<file path="src/rtl/mips_multicycle_control.sv">
// Multicycle MIPS control FSM: sequences fetch/decode/execute, drives datapath
// selects and strobes, and bounds memory handshakes with a wait-cycle timeout.
module mips_multicycle_control #(
  parameter int unsigned MEM_TIMEOUT = 16
) (
  input  logic       clk,
  input  logic       reset,
  input  logic [5:0] opcode,
  input  logic [5:0] funct,
  input  logic       zero,
  input  logic       mem_ready,
  output logic       mem_read,
  output logic       mem_write,
  output logic       iord,
  output logic       ir_write,
  output logic       reg_dst,
  output logic       mem_to_reg,
  output logic       reg_write,
  output logic       alu_src_a,
  output logic [1:0] alu_src_b,
  output logic [1:0] alu_op,
  output logic [1:0] pc_src,
  output logic       pc_en,
  output logic       illegal_op,
  output logic       bus_error,
  output logic [3:0] state
);

  localparam int unsigned CNT_W = (MEM_TIMEOUT > 1) ? $clog2(MEM_TIMEOUT) : 1;

  localparam logic [3:0] S_FETCH  = 4'd0;
  localparam logic [3:0] S_DECODE = 4'd1;
  localparam logic [3:0] S_MEMADR = 4'd2;
  localparam logic [3:0] S_MEMRD  = 4'd3;
  localparam logic [3:0] S_MEMWB  = 4'd4;
  localparam logic [3:0] S_MEMWR  = 4'd5;
  localparam logic [3:0] S_EXEC   = 4'd6;
  localparam logic [3:0] S_ALUWB  = 4'd7;
  localparam logic [3:0] S_BRANCH = 4'd8;
  localparam logic [3:0] S_JUMP   = 4'd9;
  localparam logic [3:0] S_ADDIEX = 4'd10;
  localparam logic [3:0] S_ADDIWB = 4'd11;

  localparam logic [5:0] OP_RTYPE = 6'b000000;
  localparam logic [5:0] OP_LW    = 6'b100011;
  localparam logic [5:0] OP_SW    = 6'b101011;
  localparam logic [5:0] OP_BEQ   = 6'b000100;
  localparam logic [5:0] OP_J     = 6'b000010;
  localparam logic [5:0] OP_ADDI  = 6'b001000;

  localparam logic [5:0] FN_ADD = 6'b100000;
  localparam logic [5:0] FN_SUB = 6'b100010;
  localparam logic [5:0] FN_AND = 6'b100100;
  localparam logic [5:0] FN_OR  = 6'b100101;

  logic [3:0]       state_q;
  logic [3:0]       state_d;
  logic [CNT_W-1:0] wait_cnt_q;
  logic             wait_state;
  logic             timeout_hit;
  logic             funct_ok;

  assign state      = state_q;
  assign wait_state = (state_q == S_FETCH) || (state_q == S_MEMRD) || (state_q == S_MEMWR);
  assign funct_ok   = (funct == FN_ADD) || (funct == FN_SUB) ||
                      (funct == FN_AND) || (funct == FN_OR);
  // Last allowed wait cycle; a concurrent mem_ready still completes normally.
  assign timeout_hit = (MEM_TIMEOUT != 0) && wait_state && !mem_ready &&
                       (32'(wait_cnt_q) == MEM_TIMEOUT - 1);

  // State register
  always_ff @(posedge clk) begin
    if (reset) state_q <= S_FETCH;
    else       state_q <= state_d;
  end

  // Wait counter: zero outside wait states and whenever a wait state is left
  always_ff @(posedge clk) begin
    if (reset || !wait_state || mem_ready || timeout_hit) wait_cnt_q <= '0;
    else                                                  wait_cnt_q <= wait_cnt_q + CNT_W'(1);
  end

  // Next-state logic
  always_comb begin
    state_d = S_FETCH;
    unique case (state_q)
      S_FETCH:  state_d = mem_ready ? S_DECODE : (timeout_hit ? S_FETCH : S_FETCH);
      S_DECODE: begin
        unique case (opcode)
          OP_LW, OP_SW: state_d = S_MEMADR;
          OP_RTYPE:     state_d = funct_ok ? S_EXEC : S_FETCH;
          OP_BEQ:       state_d = S_BRANCH;
          OP_J:         state_d = S_JUMP;
          OP_ADDI:      state_d = S_ADDIEX;
          default:      state_d = S_FETCH;
        endcase
      end
      S_MEMADR: state_d = (opcode == OP_LW) ? S_MEMRD : S_MEMWR;
      S_MEMRD:  state_d = mem_ready ? S_MEMWB : (timeout_hit ? S_FETCH : S_MEMRD);
      S_MEMWB:  state_d = S_FETCH;
      S_MEMWR:  state_d = (mem_ready || timeout_hit) ? S_FETCH : S_MEMWR;
      S_EXEC:   state_d = S_ALUWB;
      S_ALUWB:  state_d = S_FETCH;
      S_BRANCH: state_d = S_FETCH;
      S_JUMP:   state_d = S_FETCH;
      S_ADDIEX: state_d = S_ADDIWB;
      S_ADDIWB: state_d = S_FETCH;
      default:  state_d = S_FETCH;
    endcase
  end

  // Output logic
  always_comb begin
    mem_read   = 1'b0;
    mem_write  = 1'b0;
    iord       = 1'b0;
    ir_write   = 1'b0;
    reg_dst    = 1'b0;
    mem_to_reg = 1'b0;
    reg_write  = 1'b0;
    alu_src_a  = 1'b0;
    alu_src_b  = 2'b00;
    alu_op     = 2'b00;
    pc_src     = 2'b00;
    pc_en      = 1'b0;
    illegal_op = 1'b0;
    bus_error  = timeout_hit;
    unique case (state_q)
      S_FETCH: begin
        mem_read  = 1'b1;
        alu_src_b = 2'b01;
        ir_write  = mem_ready;
        pc_en     = mem_ready;
      end
      S_DECODE: begin
        alu_src_b = 2'b11;
        unique case (opcode)
          OP_LW, OP_SW, OP_BEQ, OP_J, OP_ADDI: illegal_op = 1'b0;
          OP_RTYPE:                            illegal_op = !funct_ok;
          default:                             illegal_op = 1'b1;
        endcase
      end
      S_MEMADR, S_ADDIEX: begin
        alu_src_a = 1'b1;
        alu_src_b = 2'b10;
      end
      S_MEMRD: begin
        mem_read = 1'b1;
        iord     = 1'b1;
      end
      S_MEMWB: begin
        reg_write  = 1'b1;
        mem_to_reg = 1'b1;
      end
      S_MEMWR: begin
        mem_write = 1'b1;
        iord      = 1'b1;
      end
      S_EXEC: begin
        alu_src_a = 1'b1;
        unique case (funct)
          FN_SUB:  alu_op = 2'b01;
          FN_AND:  alu_op = 2'b10;
          FN_OR:   alu_op = 2'b11;
          default: alu_op = 2'b00;
        endcase
      end
      S_ALUWB: begin
        reg_write = 1'b1;
        reg_dst   = 1'b1;
      end
      S_BRANCH: begin
        alu_src_a = 1'b1;
        alu_op    = 2'b01;
        pc_src    = 2'b01;
        pc_en     = zero;
      end
      S_JUMP: begin
        pc_src = 2'b10;
        pc_en  = 1'b1;
      end
      S_ADDIWB: reg_write = 1'b1;
      default: ;
    endcase
    // A reset cycle must never commit anything to memory, registers or PC
    if (reset) begin
      mem_read   = 1'b0;
      mem_write  = 1'b0;
      ir_write   = 1'b0;
      reg_write  = 1'b0;
      pc_en      = 1'b0;
      illegal_op = 1'b0;
      bus_error  = 1'b0;
    end
  end

endmodule

</file>
<file path="config.mk">
export PLATFORM = sky130hd
export DESIGN_NAME = mips_multicycle_control
export DESIGN_NICKNAME = d
export VERILOG_FILES = /design/src/rtl/mips_multicycle_control.sv
export SDC_FILE = /design/constraint.sdc
export NUM_CORES = 1
export LEC_CHECK = 0
export ABC_AREA = 1
export CORE_ASPECT_RATIO = 0.75
export CORE_MARGIN = 10
export CORE_UTILIZATION = 40
export CTS_BUF_LIST = sky130_fd_sc_hd__clkbuf_8
export DETAILED_ROUTE_END_ITERATION = 7
export GPL_TIMING_DRIVEN = 0
export PLACE_DENSITY = 0.88
export SYNTH_ARGS = -nofsm -noshare
export SYNTH_HDL_FRONTEND = slang
export SYNTH_SLANG_ARGS = --single-unit
</file>
<file path="constraint.sdc">
create_clock -name clk -period 1.6 [get_ports clk]
set_input_delay 0.16 -clock clk [delete_from_list [all_inputs] [get_ports clk]]
set_output_delay 0.16 -clock clk [all_outputs]
set_load 0.005 [all_outputs]
</file>
# After elaboration in Yosys (flattened, before gate mapping)
# Index checks and enable logic that the tools add are counted.
totals:
  regBits: 8
  in_bits: 16
  output_inout_bits: 21
  word_cells: 77
op_classes:
  add_sub_neg: 1
  n_eq_ne: 21
  n_mux: 30
  n_reduce_logical: 23
ops:
  columns: ["cell", "n"]
  rows:
  - ["6-bit == test (second input constant)", 6]
  - ["4-bit case mux with 7 select lines", 1]
  - ["4-bit == test (second input constant)", 5]
  - ["4-bit case mux with 5 select lines", 1]
  - ["1-bit two-way mux", 17]
  - ["4-bit by 3-bit == test with 1-bit output (second input constant)", 4]
  - ["3-bit two-way mux", 4]
  - ["2-bit case mux with 3 select lines", 2]
  - ["1-bit logical OR", 9]
  - ["4-bit by 2-bit == test with 1-bit output (second input constant)", 2]
  - ["2-bit case mux with 2 select lines", 2]
  - ["2-bit OR reduction", 4]
  - ["6-bit by 2-bit == test with 1-bit output (second input constant)", 1]
  - ["6-bit by 3-bit == test with 1-bit output (second input constant)", 1]
  - ["6-bit by 4-bit == test with 1-bit output (second input constant)", 1]
  - ["6-bit zero test", 1]
  - ["5-bit OR reduction", 1]
  - ["4-bit by 1-bit adder with 4-bit output (second input constant)", 1]
  - ["4-bit by 1-bit == test with 1-bit output (second input constant)", 1]
  - ["4-bit zero test", 1]
  - ["4-bit OR reduction", 1]
  - ["1-bit zero test", 3]
  - ["1-bit case mux with 3 select lines", 1]
  - ["3-bit OR reduction", 1]
  - ["other kinds (3)", 4]

# Depth between registers and ports, before layout
logic_depth:
  ltp_word: 8
  ltp_mapped: 10
  depth_no_buf: 10

# Worst setup path before layout
# Ideal clock, no wire load.
synth_path:
  kind: "reg-to-output"
  from: "register state_q[0] (netlist: state[0])"
  to: "output port illegal_op"
  arrival_ns: 1.068
  required_ns: 1.440
  setup_slack_ns: 0.372
  stages_incl_launch_ff: 7
  n_path_buf: 0
  path_cell_list: "dfxtp_1 -> inv_1 -> nor2_1 -> nand2_1 -> inv_1 -> nand3_1 -> nor3b_1"
synth_via:
  elab_chain_len: 3
synth_rtl:
  columns: ["element", "line", "text"]
  rows:
  - ["start: declaration", "56", "logic [3:0] state_q;"]
  - ["start signal: assignment", "74", "else state_q <= state_d;"]
  - ["4-bit by 1-bit == test with 1-bit output", "128", "unique case (state_q)"]
  - ["1-bit two-way mux", "128", null]
  - ["1-bit two-way mux", "186", "if (reset) begin"]
  - ["end: declaration", "24", "output logic illegal_op,"]
# No other way between the ends.

# Final worst setup path
layout_path:
  from: "register state_q[3] (netlist: state[3])"
  to: "output port alu_op[0]"
layout_via:
  elab_chain_len: 2
  elab_cells_between_ends: 3
  cone_classes: "eq/ne (2); mux (1)"
layout_rtl:
  columns: ["element", "line", "text"]
  rows:
  - ["4-bit == test / 4-bit by 3-bit == test with 1-bit output (equally long branches)", "128", null]
  - ["2-bit case mux with 2 select lines *", "128", null]
  - ["end: declaration", "21", "output logic [1:0] alu_op,"]
# Every way passes the cells marked *; elsewhere a longest branch is shown, timed or not.

==> metrics.txt <==
status complete, but fails checks; failing checks negative setup slack; post-layout net count 203; total gr overflow 0; Post-Syn Area 716 µm²; WL per Instance 14.7 µm; post-synth top area share 22.4%; worst setup path class flop to output port; setup_tns -132 ps; RSZ-0062 raised after global routing true; critical path fanouts, max 4; number of global-route vias before repair just under 1000; Worst Setup End Kind output port; DRC 0; CP Cell Sequence buf_4 > nor2_4 > buf_6 > nand2_4 > inv_2 > nand2_2 > o311ai_2 > buf_2; Layout Cells excl Fill 206; CP max stage delay 350 ps; crit start category flop; Slew Viols, Final 0; drt total wl roughly 3000 µm; Worst EP required 1440 ps; Synth Instances 134; Initial Util 41.9%; initial antenna violation count 0; largest net degree at the start of global routing 8; Worst Hold Class flop to flop; Data arrival, critical path between 1500 and 2000 ps; first-pass GRT wire length 4350 µm; Cell Area, Placed ~0.0011 mm²; Slowest-stage cell, CP dfxtp_4; Vert. Die Dim 56.6 µm; worst slack at placement -393 ps; clock-pin slew on the worst setup and hold paths 40 ps; Inserted Clock Buffers 3; Synthesized Nets 151; PortBufs 36; Post-synth ARST share 0%; fillers 115; Routed Antenna Nets 0; FF+latch count, synth 8; Fin. Hold Viols 0; diode count 0; post-DP HPWL 1960 µm; VDD IR-drop max 0.000569 V; Clock Sinks 8; setup ws final -79.7 ps; Crit path buffers/inverters 4; I/O pin cnt 37; Fmax 595 MHz; Max H-tree Level 1; number of synthesis warnings 0; largest area contributor in the netlist dfxtp_1; final setup vio count 3; DRT Pass-1 Iters 4; GRT Overall Usage 13.6%; clk buf depth 2; GPL Wtd Cong 0.858; ys flop type dfxtp_1; max cap viols 0; fin crit period ~1700 ps; number of flops mapped to enable cells by yosys 0; sequential share of the synthesized area 22.4%; Die X 68.8 µm; Layout area overhead 86.4%; # rows 13; Hold Buf Count CTS 0; Post-Place Cells 192; via/cell ratio 5.09; post-route cell area 0.00133 mm²; period utilization 105%; via count 1048; die area 0.00390 mm²; Avg Synthesized Cell Area 5.34 µm²; top post-synthesis cells by area dfxtp_1, inv_1, nor2_1, nand2_1, nand3_1; area of the core 0.00171 mm²; Cell Pwr Density 435 mW/mm²; LEAKAGE 0.779 nW; worst-margin pin slew 287 ps; Root Driver clkbuf_8; Clk Latency, worst-skew pair 220 ps; DR iter-0 viols 84; Distinct cells, synth 20; layout cells sized above 1 27.7%; Slew HR between 80 and 90%; final setup skew 3.13 ps; critical path's top delay family buffers and inverters; TritonCTS clock tree yes
state kept, by name, indices dropped and copies added (netlist names):
name	count
state	4
wait_cnt_q	4
cell families (layout without fill, tap and decap cells):
family          Yosys count  after routing  synth area share [%]
fa+ha+maj                 1              1                  1.75
buf+inv                  31             81                  16.3
flops                     8              8                  22.4
simple gates             79             79                  46.5
compound gates           13             13                  10.7
xor+xnor                  2              2                  2.45
synthesized netlist by cell type (2+ instances only):
master / count
nand3_1: 13
nand2_1: 28
o211ai_1: 2
nand4_1: 2
dfxtp_1: 8
o21ai_0: 4
a21oi_1: 5
inv_1: 30
nor3_1: 3
nor2_1: 29
worst paths after layout:
check | startpoint | end | slack (ps) | cells past startpoint
hold / removal | wait_cnt_q[0] | wait_cnt_q[0] | 440 | 1
setup reg to reg | state[2] | state[1] | 170 | 10
hold reg to reg | wait_cnt_q[0] | wait_cnt_q[0] | 440 | 1
setup / recovery | state[3] | alu_op[0] | -80 | 8
final cells by class:
class	instances	area [µm²]	area share, %
Multi-Input combinational cell	95	543	40.7
Timing Repair Buffer	47	430	32.3
Sequential cell	8	175	13.1
Inverter	31	116	8.72
Clock buffer	3	41.3	3.10
Tap cell	22	27.5	2.06
layer usage:
layer  GRT usage [%]  vias to the layer above  wire length, µm
met2            22.7                       48             1500
met3            3.76                        4              269
li1                -                      520                -
met5               0                        -                0
met4            3.09                        0               25
met1            16.6                      476             1240
cells in the final DEF (no fill, tap or decap), types with 3 or more instances in the layout:
master,count
a21oi_1,4
buf_2,4
buf_4,8
buf_6,3
clkbuf_8,3
clkdlybuf4s50_1,14
dfxtp_1,4
dfxtp_4,4
dlygate4sd2_1,13
dlymetal6s2s_1,5
inv_1,25
inv_2,6
nand2_1,20
nand2_2,6
nand3_1,11
nor2_1,22
nor2_2,4
nor2_4,4
o21ai_0,4
report_power, final:
| group | total (mW) | internal (mW) | switching [mW] |
|---|---|---|---|
| Combinational | 0.149 | 0.0745 | 0.0745 |
| Clock | 0.226 | 0.162 | 0.0640 |
| Sequential | 0.205 | 0.200 | 0.00533 |
per-stage QoR:
step,utilization (%),power [mW],hold slack [ps]
after floorplan,-,0.262,232
after detailed placement,64.6,0.340,439
after CTS,72.5,0.567,446
after global routing,78.1,0.613,492
after global placement,64.6,0.337,429
final,78.1,0.580,442
repair_timing:
| item | 4_1_cts | 5_1_grt |
|---|---|---|
| hold endpoints to repair | 0 | 0 |
| setup endpoints to repair | 17 | 9 |
| pin swaps | 5 | 5 |
| buffers inserted | 7 | 4 |
| gates cloned | 0 | 0 |
| resized for setup | 55 | 23 |
No activity file was read; power rests on OpenSTA's default activity.
